## src/rtl/sprite_cmd_pkg.sv

```systemverilog
// Shared command-word layout, request record and encoder state type for the
// sprite command encoder.
package sprite_cmd_pkg;

  localparam int SUB_LSB   = 26;
  localparam int SUB_W     = 6;
  localparam int CHILD_LSB = 21;
  localparam int CHILD_W   = 5;
  localparam int INFO_LSB  = 17;
  localparam int INFO_W    = 4;
  localparam int TYPE_LSB  = 14;
  localparam int TYPE_W    = 3;
  localparam int PP_BIT    = 13;
  localparam int MSG_W     = 13;

  localparam logic [INFO_W-1:0] INFO_WRITE = 4'b0001;
  localparam logic [INFO_W-1:0] INFO_FLUSH = 4'b1111;
  localparam logic [INFO_W-1:0] INFO_IDLE  = 4'b0000;

  localparam logic [TYPE_W-1:0] TYPE_ATTR  = 3'b001;
  localparam logic [TYPE_W-1:0] TYPE_X     = 3'b010;
  localparam logic [TYPE_W-1:0] TYPE_Y     = 3'b011;
  localparam logic [TYPE_W-1:0] TYPE_SHIFT = 3'b100;

  typedef struct packed {
    logic [5:0] sub_comp;
    logic [4:0] child;
    logic       visible;
    logic       flip;
    logic [4:0] pattern;
    logic [9:0] x;
    logic [9:0] y;
    logic [9:0] shift;
  } sprite_req_t;

  typedef enum logic [2:0] {
    ST_IDLE, ST_ATTR, ST_XPOS, ST_YPOS, ST_SHIFT, ST_FLUSH
  } enc_state_t;

  // Word emitted while sitting in state st; any non-word state yields idle.
  function automatic logic [31:0] cmd_word(enc_state_t st, sprite_req_t r, logic pp);
    logic [31:0]       w;
    logic [TYPE_W-1:0] typ;
    logic [MSG_W-1:0]  msg;
    w   = '0;
    typ = TYPE_ATTR;
    msg = '0;
    w[INFO_LSB +: INFO_W] = INFO_IDLE;
    case (st)
      ST_ATTR:  begin typ = TYPE_ATTR;  msg = {r.visible, r.flip, 6'b0, r.pattern}; end
      ST_XPOS:  begin typ = TYPE_X;     msg = {3'b0, r.x};                          end
      ST_YPOS:  begin typ = TYPE_Y;     msg = {3'b0, r.y};                          end
      ST_SHIFT: begin typ = TYPE_SHIFT; msg = {3'b0, r.shift};                      end
      default:  ;
    endcase
    case (st)
      ST_ATTR, ST_XPOS, ST_YPOS, ST_SHIFT: begin
        w[SUB_LSB +: SUB_W]     = r.sub_comp;
        w[CHILD_LSB +: CHILD_W] = r.child;
        w[INFO_LSB +: INFO_W]   = INFO_WRITE;
        w[TYPE_LSB +: TYPE_W]   = typ;
        w[PP_BIT]               = pp;
        w[0 +: MSG_W]           = msg;
      end
      ST_FLUSH: begin
        w[INFO_LSB +: INFO_W] = INFO_FLUSH;
        w[PP_BIT]             = pp;
      end
      default: ;
    endcase
    return w;
  endfunction

endpackage

```

## src/rtl/sprite_req_fifo.sv

```systemverilog
// Synchronous request FIFO for the sprite command encoder; a pop in the same
// cycle frees a slot, so push-while-full is accepted when paired with a pop.
module sprite_req_fifo
  import sprite_cmd_pkg::*;
#(
  parameter int DEPTH = 8,
  parameter int AW    = $clog2(DEPTH)
) (
  input  logic        clk,
  input  logic        reset,
  input  logic        push,
  input  sprite_req_t push_data,
  input  logic        pop,
  output sprite_req_t head,
  output logic        full,
  output logic        empty
);

  sprite_req_t   mem [DEPTH];
  logic [AW-1:0] wr_ptr;
  logic [AW-1:0] rd_ptr;
  logic [AW:0]   count;
  logic          do_push;
  logic          do_pop;

  assign do_pop  = pop && !empty;
  assign do_push = push && (!full || do_pop);

  always_ff @(posedge clk or negedge reset) begin
    if (!reset) begin
      wr_ptr <= '0;
      rd_ptr <= '0;
      count  <= '0;
    end else begin
      if (do_push) wr_ptr <= wr_ptr + 1'b1;
      if (do_pop)  rd_ptr <= rd_ptr + 1'b1;
      case ({do_push, do_pop})
        2'b10:   count <= count + 1'b1;
        2'b01:   count <= count - 1'b1;
        default: ;
      endcase
    end
  end

  always_ff @(posedge clk) begin
    if (do_push) mem[wr_ptr] <= push_data;
  end

  assign head  = mem[rd_ptr];
  assign full  = (count == (AW+1)'(DEPTH));
  assign empty = (count == '0);

endmodule

```

## src/rtl/sprite_cmd_encoder.sv

```systemverilog
// Serialises sprite update requests into back-buffer command words and issues
// the buffer-swap flush on commit. Define SPRITE_ENC_GAP_EN for an idle word
// after every non-idle word.
//
// state    | meaning
// IDLE     | nothing in flight; idle word on the bus
// ATTR     | attribute word of the held request
// XPOS     | x-position word
// YPOS     | y-position word
// SHIFT    | shift word; next request follows back-to-back
// FLUSH    | buffer-swap word; back_buf toggles on exit
module sprite_cmd_encoder
  import sprite_cmd_pkg::*;
#(
  parameter int FIFO_DEPTH = 8
) (
  input  logic        clk,
  input  logic        reset,
  input  logic        req_valid,
  output logic        req_ready,
  input  logic [5:0]  req_sub_comp,
  input  logic [4:0]  req_child,
  input  logic        req_visible,
  input  logic        req_flip,
  input  logic [4:0]  req_pattern,
  input  logic [9:0]  req_x,
  input  logic [9:0]  req_y,
  input  logic [9:0]  req_shift,
  input  logic        commit,
  output logic        commit_busy,
  output logic        back_buf,
  output logic [31:0] writedata
);

  localparam int FIFO_AW = $clog2(FIFO_DEPTH);

  sprite_req_t req_in;
  sprite_req_t hold;
  sprite_req_t fifo_head;
  enc_state_t  state;
  logic        fifo_full;
  logic        fifo_empty;
  logic        fifo_push;
  logic        fifo_pop;
  logic        run_q;
  logic        commit_pending;
  logic        advance;
  logic        flush_done;

  assign req_in = {req_sub_comp, req_child, req_visible, req_flip,
                   req_pattern, req_x, req_y, req_shift};

  // run_q keeps req_ready low while reset is held.
  assign req_ready   = run_q && !fifo_full && !commit_pending;
  assign fifo_push   = req_valid && req_ready;
  assign fifo_pop    = !fifo_empty && (state == ST_IDLE || (state == ST_SHIFT && advance));
  assign commit_busy = commit_pending;
  assign flush_done  = (state == ST_FLUSH) && advance;

`ifdef SPRITE_ENC_GAP_EN
  logic gap_q;

  always_ff @(posedge clk or negedge reset) begin
    if (!reset) gap_q <= 1'b0;
    else        gap_q <= (state != ST_IDLE) && !gap_q;
  end

  assign advance = gap_q;
`else
  assign advance = 1'b1;
`endif

  sprite_req_fifo #(
    .DEPTH (FIFO_DEPTH),
    .AW    (FIFO_AW)
  ) u_fifo (
    .clk       (clk),
    .reset     (reset),
    .push      (fifo_push),
    .push_data (req_in),
    .pop       (fifo_pop),
    .head      (fifo_head),
    .full      (fifo_full),
    .empty     (fifo_empty)
  );

  always_ff @(posedge clk or negedge reset) begin
    if (!reset) begin
      run_q          <= 1'b0;
      commit_pending <= 1'b0;
    end else begin
      run_q <= 1'b1;
      // A commit arriving while one is pending merges into it.
      if (flush_done)  commit_pending <= 1'b0;
      else if (commit) commit_pending <= 1'b1;
    end
  end

  always_ff @(posedge clk or negedge reset) begin
    if (!reset) begin
      state     <= ST_IDLE;
      hold      <= '0;
      back_buf  <= 1'b1;
      writedata <= '0;
    end else if (state != ST_IDLE && !advance) begin
      writedata <= cmd_word(ST_IDLE, hold, back_buf);
    end else begin
      case (state)
        ST_IDLE, ST_SHIFT: begin
          if (!fifo_empty) begin
            hold      <= fifo_head;
            state     <= ST_ATTR;
            writedata <= cmd_word(ST_ATTR, fifo_head, back_buf);
          end else if (commit_pending) begin
            state     <= ST_FLUSH;
            writedata <= cmd_word(ST_FLUSH, hold, back_buf);
          end else begin
            state     <= ST_IDLE;
            writedata <= cmd_word(ST_IDLE, hold, back_buf);
          end
        end
        ST_ATTR: begin
          state     <= ST_XPOS;
          writedata <= cmd_word(ST_XPOS, hold, back_buf);
        end
        ST_XPOS: begin
          state     <= ST_YPOS;
          writedata <= cmd_word(ST_YPOS, hold, back_buf);
        end
        ST_YPOS: begin
          state     <= ST_SHIFT;
          writedata <= cmd_word(ST_SHIFT, hold, back_buf);
        end
        ST_FLUSH: begin
          state     <= ST_IDLE;
          back_buf  <= !back_buf;
          writedata <= cmd_word(ST_IDLE, hold, back_buf);
        end
        default: begin
          state     <= ST_IDLE;
          writedata <= cmd_word(ST_IDLE, hold, back_buf);
        end
      endcase
    end
  end

endmodule

```

## config.mk

```make
export PLATFORM = sky130hd
export DESIGN_NAME = sprite_cmd_encoder
export DESIGN_NICKNAME = d
export VERILOG_FILES = /design/src/rtl/sprite_cmd_pkg.sv /design/src/rtl/sprite_req_fifo.sv /design/src/rtl/sprite_cmd_encoder.sv
export SDC_FILE = /design/constraint.sdc
export NUM_CORES = 1
export LEC_CHECK = 0
export ABC_AREA = 1
export CORE_ASPECT_RATIO = 2
export CORE_MARGIN = 4
export CORE_UTILIZATION = 33
export DETAILED_ROUTE_END_ITERATION = 7
export HOLD_SLACK_MARGIN = 0.08
export PLACE_DENSITY = 0.53
export SKIP_CTS_REPAIR_TIMING = 1
export SLEW_MARGIN = 25
export SYNTH_ARGS = -nofsm -noshare
export SYNTH_HDL_FRONTEND = slang
export SYNTH_SLANG_ARGS = --single-unit
```

## constraint.sdc

```tcl
create_clock -name clk -period 10.2 [get_ports clk]
set_input_delay 2.04 -clock clk [delete_from_list [all_inputs] [get_ports clk]]
set_output_delay 2.04 -clock clk [all_outputs]
set_load 0.05 [all_outputs]
```

Word-level counts from Yosys, hierarchy flattened. Memory sizes are Yosys's and may differ from the RTL's. Index checks and enable logic that the tools add are counted.

Register bits after elaboration: 89. Bits in writable memories: 384. Logic and storage cells: 56. Bits of input ports: 52. Output and inout port bits: 35. Memories kept: 1.

Memory list: u_fifo.mem (depth 8, bits a word 48, read ports 1, clocked after Yosys merged registers in 0, wr ports 1, line sprite_req_fifo.sv:19) `sprite_req_t mem [DEPTH];`.

Mux-type cells: 11. Eq/ne operators: 8. Reduce and logical (&&, ||, !) cells: 18. Bitwise gates (word level): 1. Add/subtract/negate cells: 4.

Operators by type and width (number): 32-bit one-hot mux with 4 select lines (1); 32-bit two-way mux (1); 21-bit two-way mux (1); 3-bit one-hot mux with 4 select lines (1); 4-bit one-hot mux with 2 select lines (1); 3-bit by 1-bit adder with 3-bit output, second input constant (2); 3-bit by 2-bit equality test with 1-bit output, second input constant (2); 3-bit equality test, second input constant (2); 1-bit logical AND (6); 3-bit two-way mux (2); 4-bit by 1-bit adder with 4-bit output, second input constant (1); 4-bit equality test, second input constant (1); 1-bit zero test (4); 4-bit zero test (1); 1-bit two-way mux (4); 2-bit nonzero test (2); 4-bit by 1-bit subtractor with 4-bit output, second input constant (1); 3-bit by 1-bit equality test with 1-bit output, second input constant (1); 3-bit zero test (1); 2-bit by 1-bit equality test with 1-bit output, second input constant (1); 2-bit equality test, second input constant (1); 1-bit logical OR (2); 2-bit AND reduction (1); 2-bit OR reduction (1); 1-bit inverter (1).

Depth between registers and ports, before layout.
Depth after elaboration: 8. Mapped depth: 15. Mapped depth without buffers: 14.

By module. Synthesis repeated with hierarchy kept, for this count alone.

Cells, all modules: 1489. Area total of the unflattened synthesis: 18567.8 um^2.

By module, submodules not included: sprite_req_fifo (area an instance 15556.2 um^2, times used 1, cells each 1153, seq. area each 11781.3 um^2); sprite_cmd_encoder (area an instance 3011.6 um^2, times used 1, cells each 336, seq. area each 1878.1 um^2).

Least setup slack after synthesis. OpenSTA, ideal clock, no wires.

Kind: input-to-reg. From: input req_valid. To: memory u_fifo.mem[4][0] (netlist name), enable pin. Setup time: 0.513 ns. Buffers on the path: 1. Arrival: 5.631 ns. Stages on the path: 3. Data required time: 9.687 ns. Path slack: 4.056 ns. Cells stage by stage: nand2_1 -> buf_2 -> nor3_1.

Cells in the longest elaborated chain, start to end: 4.

RTL lines: start, declared (line sprite_cmd_encoder.sv:19) `input logic req_valid,`; 1-bit logical AND (line sprite_cmd_encoder.sv:55) `assign fifo_push = req_valid && req_ready;`; 1-bit logical AND (line sprite_req_fifo.sv:27) `assign do_push = push && (!full || do_pop);`; 1-bit two-way mux (line sprite_req_fifo.sv:46) `if (do_push) mem[wr_ptr] <= push_data;`; 1-bit two-way mux (not written as such) (line sprite_req_fifo.sv:46); end, declared (line sprite_req_fifo.sv:19).

No other way between the ends.

Final worst setup path.
From: register u_fifo.count[0]. To: output req_ready.

Cells in the longest elaborated chain, start to end: 4.

RTL lines: start, declared (line sprite_req_fifo.sv:22) `logic [AW:0] count;`; start signal, assigned (line sprite_req_fifo.sv:38) `2'b10: count <= count + 1'b1;`; start signal, assigned (line sprite_req_fifo.sv:39) `2'b01: count <= count - 1'b1;`; 4-bit equality test (line sprite_req_fifo.sv:50) `assign full = (count == (AW+1)'(DEPTH));`; 1-bit zero test (line sprite_cmd_encoder.sv:54) `assign req_ready = run_q && !fifo_full && !commit_pending;`; 1-bit logical AND (2 in a row) (line sprite_cmd_encoder.sv:54); end, declared (line sprite_cmd_encoder.sv:20) `output logic req_ready,`.

No other way between the ends.

==> reports/results.txt <==
For the number of endpoints with negative hold slack in the final report, the log shows 0. The number of max-slew violations in the final report is 0, and the number of port buffers is 85. Sequential cells were found to cover 74.1% of the synthesized design area. The tools report the peak ir drop on the vdd network as 0.164 mV. Counting every net in the synthesized netlist gives 1569. The average cell area after synthesis works out to 12.2 um^2.

The number of synthesized flops with an enable pin came out at 384. Measured against its own limit, the worst slew margin works out to 31.7%. Global routing consumed, over all layers together, 15.0% of the routing resources. Cells fill 38.3% of the core in the end. The worst reg2reg path depth was 7. Synthesis produced 1512 cells. The logs give 18400 um^2 for the total standard cell area after synthesis and 2344 for the number of standard cells in the layout, taps in and fillers out.

The number of buffers inserted during clock tree synthesis is 41. CTS built an H-tree with a depth of 2. By area the synthesized netlist is led by edfxtp_1, dfrtp_1, nor2_1, nand2_1, o21ai_0. In the final layout, the share of cells above drive strength 1 is 7.31%.

The design draws 5.90 mW. The synthesized design spends more area on one cell type than any other, namely edfxtp_1. The total inserted antenna cells was 0. The endpoint identified for the worst register-to-register timing path is hold[6]. Yosys printed 0 warnings. For flop-to-flop paths, the worst setup slack is 7110 ps.

The first global-routing pass estimated 69400 um of wire. The run finished with clean final reports. The total die area is 60000 um^2. After clock tree synthesis, the clock-pin slew on the worst setup and hold paths is 60 ps. The logs give 55400 um^2 for the area of the core and 104 for the pin count of the biggest net entering global routing. At the pin with the least slew margin, the transition time is 1020 ps. The die outline height was 342 um; the mean number of vias per cell was 4.87. The logs give 26 for the count of different cell masters after synthesis and 11.4k for the overall via count from detail_route.

The clock net in this run drives a total of 469 sinks. The synthesized flop and latch total is 469. TritonCTS built the clock tree. Dividing total power by cell area gives a power density of 278 nW/um^2. The count of TritonRoute iterations in the first routing pass came out at 8. The tree is rooted in a clkbuf_16. After routing, the total negative slack on setup checks comes to 0 ps. The number of global-route vias before repair was 11.7k; the arrival time at the worst endpoint was 2160 ps. The first element of the critical path is u_fifo.count[0]. Dividing the final minimum period by the clock period gives 41.2%.

The share of flip-flops with an asynchronous set or reset came out at 18.1%. The congestion estimate from routability-driven global placement came to 0.747. For this design the top-level I/O count stands at 87.

Summed over all cells, the static leakage comes to 7.44 nW. On the final layout, the worst clock skew is 13.3 ps. The clock passes through at most 3 buffers. The number of routed nets with antenna violations was 0; the total grt overflow was 0. STA classifies the critical path startpoint as a flop. The most used flip-flop cell after synthesis is edfxtp_1.

The run gives 0 as the number of endpoints failing setup at the final stage. The fraction of synthesized cell area taken by the top area cell type came out at 62.5%. The tool flagged a number of max-cap violations equal to 0. After detailed placement, the design holds a cell count of 2269. The finished cells cover 21200 um^2.

Slack of the critical path: 6000 ps. The post-synthesis to final-layout area growth is 15.1%. Setup repair after global routing left no endpoint under its margin. Once detailed placement completed, the half-perimeter wirelength came to 25300 um.

Of all nets on the critical path, the largest fanout is 5. The logs give 837 for the iteration-0 DRC count of the detailed router and 1625 for the net count of the finished layout. Counting I/O delays and the setup requirement, the final critical path takes 4200 ps. From left edge to right edge, the die measures 175 um.

The worst setup path is captured at a primary output. Final hold analysis gives a worst-case slack of 484 ps. The routed design has 45600 um of wire.

The detailed-route wire length per cell is 19.4 um, and the source-to-sink clock delay at the later pin of the worst-skew pair is 560 ps. Once placement finished, the instance area stood at 19900 um^2. The worst min-delay path category was reg2reg. The startpoint identified for the worst register-to-register timing path is u_fifo.rd_ptr[1].

The tools report the site row count as 122. Required time at the endpoint of the critical path: 8160 ps. OpenSTA, run right after detailed placement, puts the worst setup slack at 5890 ps. Fmax: 238 MHz. For this run, design rule violations remaining after detail routing come to 0. The number of antenna violations at the first check in global routing was 0. The critical path is of the reg2out type.

The tools report the capturing element of the worst setup path as req_ready. The tools report the initial core utilization as 33.3%.
==> cells by family after synthesis <==
| kind of cell | after synthesis | share of synthesized area (%) |
|---|---|---|
| other cells | 2 | 0.0407 |
| flops | 469 | 74.1 |
| fa+ha+maj | 5 | 0.339 |
| compound gates | 248 | 7.24 |
| buf+inv | 114 | 3.21 |
| simple gates | 667 | 14.8 |
| xor+xnor | 7 | 0.332 |
==> cells in the final DEF, fill, tap and decap left out, drive strengths merged <==
| cell | netlist | layout |
|---|---|---|
| a21oi | 7 | 7 |
| a22oi | 2 | 2 |
| buf | 60 | 22 |
| bufinv | 0 | 2 |
| clkbuf | 33 | 58 |
| clkdlybuf4s50 | 0 | 84 |
| clkinv | 0 | 13 |
| clkinvlp | 0 | 2 |
| conb | 2 | 2 |
| dfrtp | 84 | 84 |
| dfstp | 1 | 1 |
| edfxtp | 384 | 384 |
| ha | 5 | 5 |
| inv | 21 | 21 |
| nand2 | 199 | 199 |
| nand3 | 127 | 127 |
| nand4 | 2 | 2 |
| nor2 | 330 | 330 |
| nor3 | 9 | 9 |
| o211ai | 35 | 35 |
| o21ai | 202 | 202 |
| o22ai | 2 | 2 |
| xnor2 | 2 | 2 |
| xor2 | 5 | 5 |
==> Yosys cell counts, types with 5 or more instances <==
cell type	number
ha_1	5
nor2_2	19
xor2_1	5
edfxtp_1	384
o21ai_0	135
inv_1	18
nand2_1	199
nor2_1	311
buf_4	8
o211ai_1	35
buf_1	10
buf_6	13
buf_2	29
o21ai_1	67
a21oi_1	7
clkbuf_1	33
nor3_1	9
nand3_1	127
dfrtp_1	84
==> final cells by class <==
type	instances	area [um^2]
repair buffers	106	1010
fillers	5211	34200
inverters	21	85.1
clock buffers	58	1160
clock inverters	17	145
multi-input cells	929	4240
flip-flops and latches	469	13700
well taps	744	931
==> power by group <==
| group | internal [mW] | switching (mW) |
|---|---|---|
| registers | 2.26 | 0.148 |
| logic | 0.580 | 1.37 |
| clock network | 0.850 | 0.685 |
==> flip-flops by register name, indices dropped and copies added (netlist names), 3 cells and up <==
register,cells
u_fifo.rd_ptr,3
u_fifo.mem,384
writedata,28
u_fifo.count,4
state,3
hold,41
u_fifo.wr_ptr,3
==> routing by layer <==
layer  global-route usage [%]  vias to the layer above  routed length (um)
li1                         -                     5404                   -
met1                     16.9                     5671               17700
met2                     28.2                      262               24600
met3                     2.02                       85                1660
met4                     6.14                        0                1610
met5                        0                        -                   0
==> critical path: stages, from the launching register on <==
cell             delay (ps)
dfrtp_1                 430
nor2_1                   90
nand3_1                  70
nand2_1                  60
nor2_2                  140
clkdlybuf4s50_1         830
==> worst min path at each step <==
| stage | start | end | cells after the start |
|---|---|---|---|
| 6_report | hold[19] | hold[19] | 2 |
| 5_1_grt | hold[18] | hold[18] | 2 |
| 4_1_cts | hold[16] | hold[16] | 2 |
| 3_5_place_dp | hold[16] | hold[16] | 2 |
| 3_3_place_gp | hold[19] | hold[19] | 2 |
| 2_1_floorplan | hold[10] | hold[10] | 2 |
No activity file was read; power rests on OpenSTA's default activity.
